<file path="src/rtl/shift_stage_skid_pkg.sv">
`default_nettype none
// ============================================================================
//  Module   : shift_stage_skid_pkg
//  Purpose  : Shared widths and control-state encoding for the registered
//             skid stage that follows the shift16 stage of the barrel shifter.
//  Revision : 1.0  initial release
// ============================================================================
package shift_stage_skid_pkg;

  localparam int DEF_DW = 32;  // stage output word width
  localparam int DEF_RW = 4;   // residual shift bits S[3:0]
  localparam int DEF_TW = 4;   // opaque tag width

  // Number of held entries doubles as the state code, so occ is the state.
  typedef enum logic [1:0] {
    ST_EMPTY = 2'd0,
    ST_ONE   = 2'd1,
    ST_TWO   = 2'd2
  } state_t;

endpackage
`default_nettype wire

</file>
<file path="src/rtl/shift_stage_skid_if.sv">
`default_nettype none
// ============================================================================
//  Module   : shift_stage_skid_if
//  Purpose  : Valid/ready stream carrying shifted word, residual shift and tag.
//  Revision : 1.0  initial release
// ============================================================================
interface shift_stage_skid_if
  import shift_stage_skid_pkg::*;
#(
  parameter int DW = DEF_DW,
  parameter int RW = DEF_RW,
  parameter int TW = DEF_TW
) ();

  logic          valid;
  logic          ready;
  logic [DW-1:0] data;
  logic [RW-1:0] rsh;
  logic [TW-1:0] tag;

  // Producer side drives payload and valid, consumer answers with ready.
  modport master (output valid, output data, output rsh, output tag, input ready);
  modport slave  (input valid, input data, input rsh, input tag, output ready);

endinterface
`default_nettype wire

</file>
<file path="src/rtl/shift_stage_skid_pipe_reg.sv">
`default_nettype none
// ============================================================================
//  Module   : shift_stage_skid_pipe_reg
//  Purpose  : Enable-loaded flop bank with asynchronous active-low clear.
//             Used as both the main and the skid entry of the stage.
//  Revision : 1.0  initial release
// ============================================================================
module shift_stage_skid_pipe_reg #(
  parameter int W = 40
) (
  input  wire logic         clk,
  input  wire logic         rst_n,
  input  wire logic         en,
  input  wire logic [W-1:0] d,
  output logic      [W-1:0] q
);

  logic [W-1:0] data_d;
  logic [W-1:0] data_q;

  // Hold the current contents unless a load is requested.
  always_comb begin
    data_d = data_q;
    if (en) data_d = d;
  end

  // Storage; cleared to zero on reset so downstream sees a defined word.
  always_ff @(posedge clk or negedge rst_n) begin
    if (!rst_n) data_q <= '0;
    else        data_q <= data_d;
  end

  assign q = data_q;

endmodule
`default_nettype wire

</file>
<file path="src/rtl/shift_stage_skid.sv">
`default_nettype none
// ============================================================================
//  Module   : shift_stage_skid
//  Purpose  : Registered stage after the shift16 stage. Two-entry skid buffer
//             (main + skid) so that in_ready comes straight from a flop.
//  Options  : PARITY_CHK_EN - store even parity of each accepted word and flag
//             par_err when the presented word no longer matches it.
//  Revision : 1.0  initial release
// ============================================================================
module shift_stage_skid
  import shift_stage_skid_pkg::*;
#(
  parameter int DW = DEF_DW,
  parameter int RW = DEF_RW,
  parameter int TW = DEF_TW
) (
  input  wire logic           clk,
  input  wire logic           rst_n,
  input  wire logic           flush,
  shift_stage_skid_if.slave   in_s,
  shift_stage_skid_if.master  out_m,
  output logic [1:0]          occ,
  output logic                par_err
);

`ifdef PARITY_CHK_EN
  localparam int EW = DW + RW + TW + 1;
`else
  localparam int EW = DW + RW + TW;
`endif

  state_t        state_d, state_q;
  logic          in_ready_d, in_ready_q;
  logic          accept, send, out_valid;
  logic          main_en, main_from_skid, skid_en;
  logic [EW-1:0] in_entry, main_d, main_q, skid_q;

  assign out_valid = (state_q != ST_EMPTY);
  assign accept    = in_s.valid & in_ready_q;
  assign send      = out_valid & out_m.ready;

`ifdef PARITY_CHK_EN
  // Parity bit sits on top so the payload field positions match both builds.
  assign in_entry = {^in_s.data, in_s.data, in_s.rsh, in_s.tag};
  assign par_err  = out_valid & ((^main_q[RW+TW +: DW]) != main_q[EW-1]);
`else
  assign in_entry = {in_s.data, in_s.rsh, in_s.tag};
  assign par_err  = 1'b0;
`endif

  // Control: next state, register loads and the next value of in_ready.
  always_comb begin
    state_d        = state_q;
    main_en        = 1'b0;
    main_from_skid = 1'b0;
    skid_en        = 1'b0;
    case (state_q)
      ST_EMPTY: begin
        if (accept) begin
          state_d = ST_ONE;
          main_en = 1'b1;
        end
      end
      ST_ONE: begin
        if (accept && !send) begin
          state_d = ST_TWO;
          skid_en = 1'b1;
        end else if (send && !accept) begin
          state_d = ST_EMPTY;
        end else if (accept && send) begin
          main_en = 1'b1;
        end
      end
      ST_TWO: begin
        // in_ready is low here, so only the drain of main can happen.
        if (send) begin
          state_d        = ST_ONE;
          main_en        = 1'b1;
          main_from_skid = 1'b1;
        end
      end
      default: state_d = ST_EMPTY;
    endcase
    // Flush wins over everything, including a word accepted this cycle.
    if (flush) begin
      state_d = ST_EMPTY;
      main_en = 1'b0;
      skid_en = 1'b0;
    end
    in_ready_d = (state_d != ST_TWO);
  end

  // State and registered ready.
  always_ff @(posedge clk or negedge rst_n) begin
    if (!rst_n) begin
      state_q    <= ST_EMPTY;
      in_ready_q <= 1'b1;
    end else begin
      state_q    <= state_d;
      in_ready_q <= in_ready_d;
    end
  end

  assign main_d = main_from_skid ? skid_q : in_entry;

  shift_stage_skid_pipe_reg #(.W(EW)) u_main (
    .clk   (clk),
    .rst_n (rst_n),
    .en    (main_en),
    .d     (main_d),
    .q     (main_q)
  );

  shift_stage_skid_pipe_reg #(.W(EW)) u_skid (
    .clk   (clk),
    .rst_n (rst_n),
    .en    (skid_en),
    .d     (in_entry),
    .q     (skid_q)
  );

  assign in_s.ready = in_ready_q;
  assign out_m.valid = out_valid;
  assign out_m.data  = main_q[RW+TW +: DW];
  assign out_m.rsh   = main_q[TW +: RW];
  assign out_m.tag   = main_q[0 +: TW];
  assign occ         = state_q;

endmodule
`default_nettype wire
</file>
<file path="src/flat_wrapper.sv">
// flat-port wrapper written by rule: the top's interface ports become plain ports
module shift_stage_skid_flat import shift_stage_skid_pkg::*;
#(
  parameter int DW = DEF_DW,
  parameter int RW = DEF_RW,
  parameter int TW = DEF_TW
)
  (clk, rst_n, flush, occ, par_err, in_s_valid, in_s_data, in_s_rsh, in_s_tag, in_s_ready, out_m_valid, out_m_data, out_m_rsh, out_m_tag, out_m_ready);
  shift_stage_skid_if #(.DW(DW), .RW(RW), .TW(TW)) in_s_i ();
  shift_stage_skid_if #(.DW(DW), .RW(RW), .TW(TW)) out_m_i ();
  input  wire logic clk;
  input  wire logic rst_n;
  input  wire logic flush;
  output logic [1:0] occ;
  output logic par_err;
  input wire logic [$bits(in_s_i.valid)-1:0] in_s_valid;
  input wire logic [$bits(in_s_i.data)-1:0] in_s_data;
  input wire logic [$bits(in_s_i.rsh)-1:0] in_s_rsh;
  input wire logic [$bits(in_s_i.tag)-1:0] in_s_tag;
  output wire logic [$bits(in_s_i.ready)-1:0] in_s_ready;
  output wire logic [$bits(out_m_i.valid)-1:0] out_m_valid;
  output wire logic [$bits(out_m_i.data)-1:0] out_m_data;
  output wire logic [$bits(out_m_i.rsh)-1:0] out_m_rsh;
  output wire logic [$bits(out_m_i.tag)-1:0] out_m_tag;
  input wire logic [$bits(out_m_i.ready)-1:0] out_m_ready;
  assign in_s_i.valid = in_s_valid;
  assign in_s_i.data = in_s_data;
  assign in_s_i.rsh = in_s_rsh;
  assign in_s_i.tag = in_s_tag;
  assign in_s_ready = in_s_i.ready;
  assign out_m_valid = out_m_i.valid;
  assign out_m_data = out_m_i.data;
  assign out_m_rsh = out_m_i.rsh;
  assign out_m_tag = out_m_i.tag;
  assign out_m_i.ready = out_m_ready;
  shift_stage_skid #(.DW(DW), .RW(RW), .TW(TW)) u_core (.clk(clk), .rst_n(rst_n), .flush(flush), .in_s(in_s_i), .out_m(out_m_i), .occ(occ), .par_err(par_err));
endmodule
</file>
<file path="config.mk">
export PLATFORM = sky130hd
export DESIGN_NAME = shift_stage_skid_flat
export DESIGN_NICKNAME = d
export VERILOG_FILES = /design/src/rtl/shift_stage_skid_pkg.sv /design/src/rtl/shift_stage_skid_if.sv /design/src/rtl/shift_stage_skid_pipe_reg.sv /design/src/rtl/shift_stage_skid.sv /design/src/flat_wrapper.sv
export SDC_FILE = /design/constraint.sdc
export NUM_CORES = 1
export LEC_CHECK = 0
export ABC_AREA = 1
export CAP_MARGIN = 20
export CORE_ASPECT_RATIO = 1.75
export CORE_MARGIN = 1
export CORE_UTILIZATION = 34
export CTS_BUF_LIST = sky130_fd_sc_hd__clkbuf_8
export DETAILED_ROUTE_END_ITERATION = 10
export PLACE_DENSITY = 0.67
export SKIP_LAST_GASP = 1
export SLEW_MARGIN = 20
export SYNTH_ARGS = -nofsm -noshare
export SYNTH_HDL_FRONTEND = slang
export SYNTH_SLANG_ARGS = --single-unit
</file>
<file path="constraint.sdc">
create_clock -name clk -period 1.58 [get_ports clk]
set_clock_uncertainty 0.05 [all_clocks]
set_input_delay 0.237 -clock clk [delete_from_list [all_inputs] [get_ports clk]]
set_output_delay 0.237 -clock clk [all_outputs]
set_load 0.05 [all_outputs]
</file>
==> impl_metrics.tcl <==
set metrics [dict create \
    htree_levels 3 \
    cts_tree "built" \
    slowest_delay_ns 0.57 \
    antenna_found_initial 0 \
    synth-seq-cells 83 \
    final_antenna_net_count 0 \
    hold_path.class "in2reg" \
    outcome "complete, no violations" \
    arrival_ns 1.71 \
    crit_chain "nand2_2, nor3_4, nand2_2, buf_6, nand2_1, nand2_1" \
    clk_latency_ns 0.36 \
    die_x_um 83.5 \
    maxSlewViolCount 0 \
    place.gp.congestion 0.855 \
    crit_fanout 17 \
    drive_above_1_share_pct 17.2 \
    synth.net_count 554 \
    clock_path_buffers 2 \
    finalHoldViolCount 0 \
    final_area_mm2 0.00526 \
    finalWirelength_um 11000 \
    grt_setup_unrepaired "true" \
    dpl.hpwl_um 7420 \
    grt_usage_pct 18.9 \
    antennaDiodeCount 0 \
    min_period_ns 1.51 \
    dieArea_mm2 0.0121 \
    cts_made_buffers 9 \
    die-height_um 145 \
    ios 90 \
    cts-root-buf "clkbuf_8" \
    p_switching_uw 2370 \
    ir_drop_uv 600 \
    grt_pass1_vias 3552 \
    yosysWarnings 0 \
    internal_power_uw 4120 \
    start_util_pct 35.2 \
    cts.sink_count 83 \
    rows 51 \
    grt_pass1_wl_um 18200 \
    syn_to_final_growth_pct 33.1 \
    final_common_cell "nand2_1" \
    placed_area_mm2 0.00499 \
    crit_slowest_cell "dfstp_2" \
    clkTransAtPathRegs_ns 0.08 \
    port_buffers 88 \
    finalNonFillerCells 732 \
    endpoint_kind "flop" \
    drc 0 \
    yosys.area.top_type "dfrtp_1" \
    critical_path.startpoint_type "flop" \
    powerDensity_mw_per_mm2 1230 \
    critical_path_required_ns 1.79 \
    synthDistinctLibCells 16 \
    gr-total-overflow 0 \
    setup-tns-final_ns 0 \
    criticalPathCategory "reg2reg" \
    setup_viol 0 \
    firstDrtPassIters 5 \
    wl_per_cell_um 15.0 \
    worst_path_dominant_cell_family "simple AND/OR/NAND/NOR gates" \
    swShare_pct 36.5 \
    max_freq_mhz 663 \
    nets 640 \
    drt_iter0_drc 355 \
    vias_per_cell 5.17 \
    grt_max_degree 84 \
    seqPwrFrac_pct 44.0 \
    reg2reg_slack_ns 0.07 \
    syn_inst 509 \
    finalCritPeriodShare_pct 95.5 \
    synth.area.top_cells "dfrtp_1, nand2_1, nand3_1" \
    synth_top_area_share_pct 52.0 \
    avgSynthCellArea_um2 7.76 \
    p_leak_uw 0.00278 \
    pwr-share-clk_pct 25.9 \
    vias 3786 \
    comb_power_share_pct 30.1 \
    fin_ws_ns 0.0713 \
    place_inst 713 \
    path_buf_inv 1 \
    netlist_area_mm2 0.00395 \
    final_cell_mix "nand2_1, nand3_1, dfrtp_1" \
    coreArea_mm2 0.0112 \
    post-place-ws_ns -0.0905 \
    cap_violations 0 \
    ys_seq_area_share_pct 52.6 \
]
-- through the flow --
step | hold slack, ns | utilization [%] | total power [uW]
floorplan | -0.109 | - | 4090
global placement | 0.250 | 44.4 | 4800
detailed placement | 0.258 | 44.4 | 4850
CTS | 0.223 | 46.4 | 6530
global route | 0.272 | 46.8 | 6810
finish | 0.245 | 46.8 | 6490
-- layout make-up --
cell class                 count  area [um2]
tap                          132         165
timing repair buffer         118        1100
multi-input combinational    377        1670
sequential                    83        2080
fill                        1109        5970
inverter                       6        22.5
clock inverter                 7        93.8
clock buffer                   9         124
-- registers in the layout, indices dropped and copies added (netlist names) --
name               cells
u_core.u_skid.q       40
u_core.occ             2
u_core.u_main.q       40
u_core.in_s.ready      1
-- what timing repair did --
action,in CTS,in global routing
endpoints found under the setup margin,0,24
hold buffers,1,0
hold endpoints to repair,82,0
gates resized for setup,0,8
setup buffers,0,2
-- cells in the mapped netlist (all sizes together) --
cell,count
nor2,3
conb,1
dfrtp,82
inv,6
nand2,248
nand3b,1
buf,27
dfstp,1
nand3,82
nor3,1
o21ai,1
nand4,40
clkbuf,16
-- kinds of logic (layout without fill, tap and decap cells) --
| logic type | Yosys count | in the layout | synth area share, % |
|---|---|---|---|
| and+or+nand+nor | 375 | 375 | 41.3 |
| DFF | 83 | 83 | 52.6 |
| buffers and inverters | 49 | 140 | 5.89 |
| other | 1 | 1 | 0.0950 |
| AOI/OAI and AO/OA | 1 | 1 | 0.127 |
-- metal layers --
metal / up-vias / track usage (%) / part of all wire (%)
met5: - / 0 / 0
met3: 18 / 3.03 / 5.0
li1: 1833 / - / -
met4: 0 / 7.14 / 1.9
met1: 1797 / 24.3 / 41
met2: 138 / 31.9 / 52
-- power by group through the flow --
stage / Combinational [uW] / Clock (uW) / Sequential, uW
2_1_floorplan: 590 / 0 / 3500
6_report: 1960 / 1680 / 2850
3_3_place_gp: 1920 / 0 / 2870
5_1_grt: 2120 / 1780 / 2910
4_1_cts: 1960 / 1720 / 2850
3_5_place_dp: 1960 / 0 / 2890
-- tightest hold or removal path, stage by stage --
cell and delay, ns:
buf_2 0.17, nor2_4 0.09, nand3_1 0.07, nand2_1 0.05
-- worst paths after layout --
kind / from / end / depth (start not counted)
min in group asynchronous: rst_n / u_core.u_skid.q[17] / 3
min: out_m_ready / u_core.occ[0] / 4
max: u_core.in_s.ready / u_core.u_skid.q[18] / 6
max in group asynchronous: rst_n / u_core.u_skid.q[38] / 3
min reg2reg: u_core.u_skid.q[33] / u_core.u_skid.q[33] / 2
max reg2reg: u_core.in_s.ready / u_core.u_skid.q[18] / 6
Note: power is estimated with default switching activity, not from simulation.
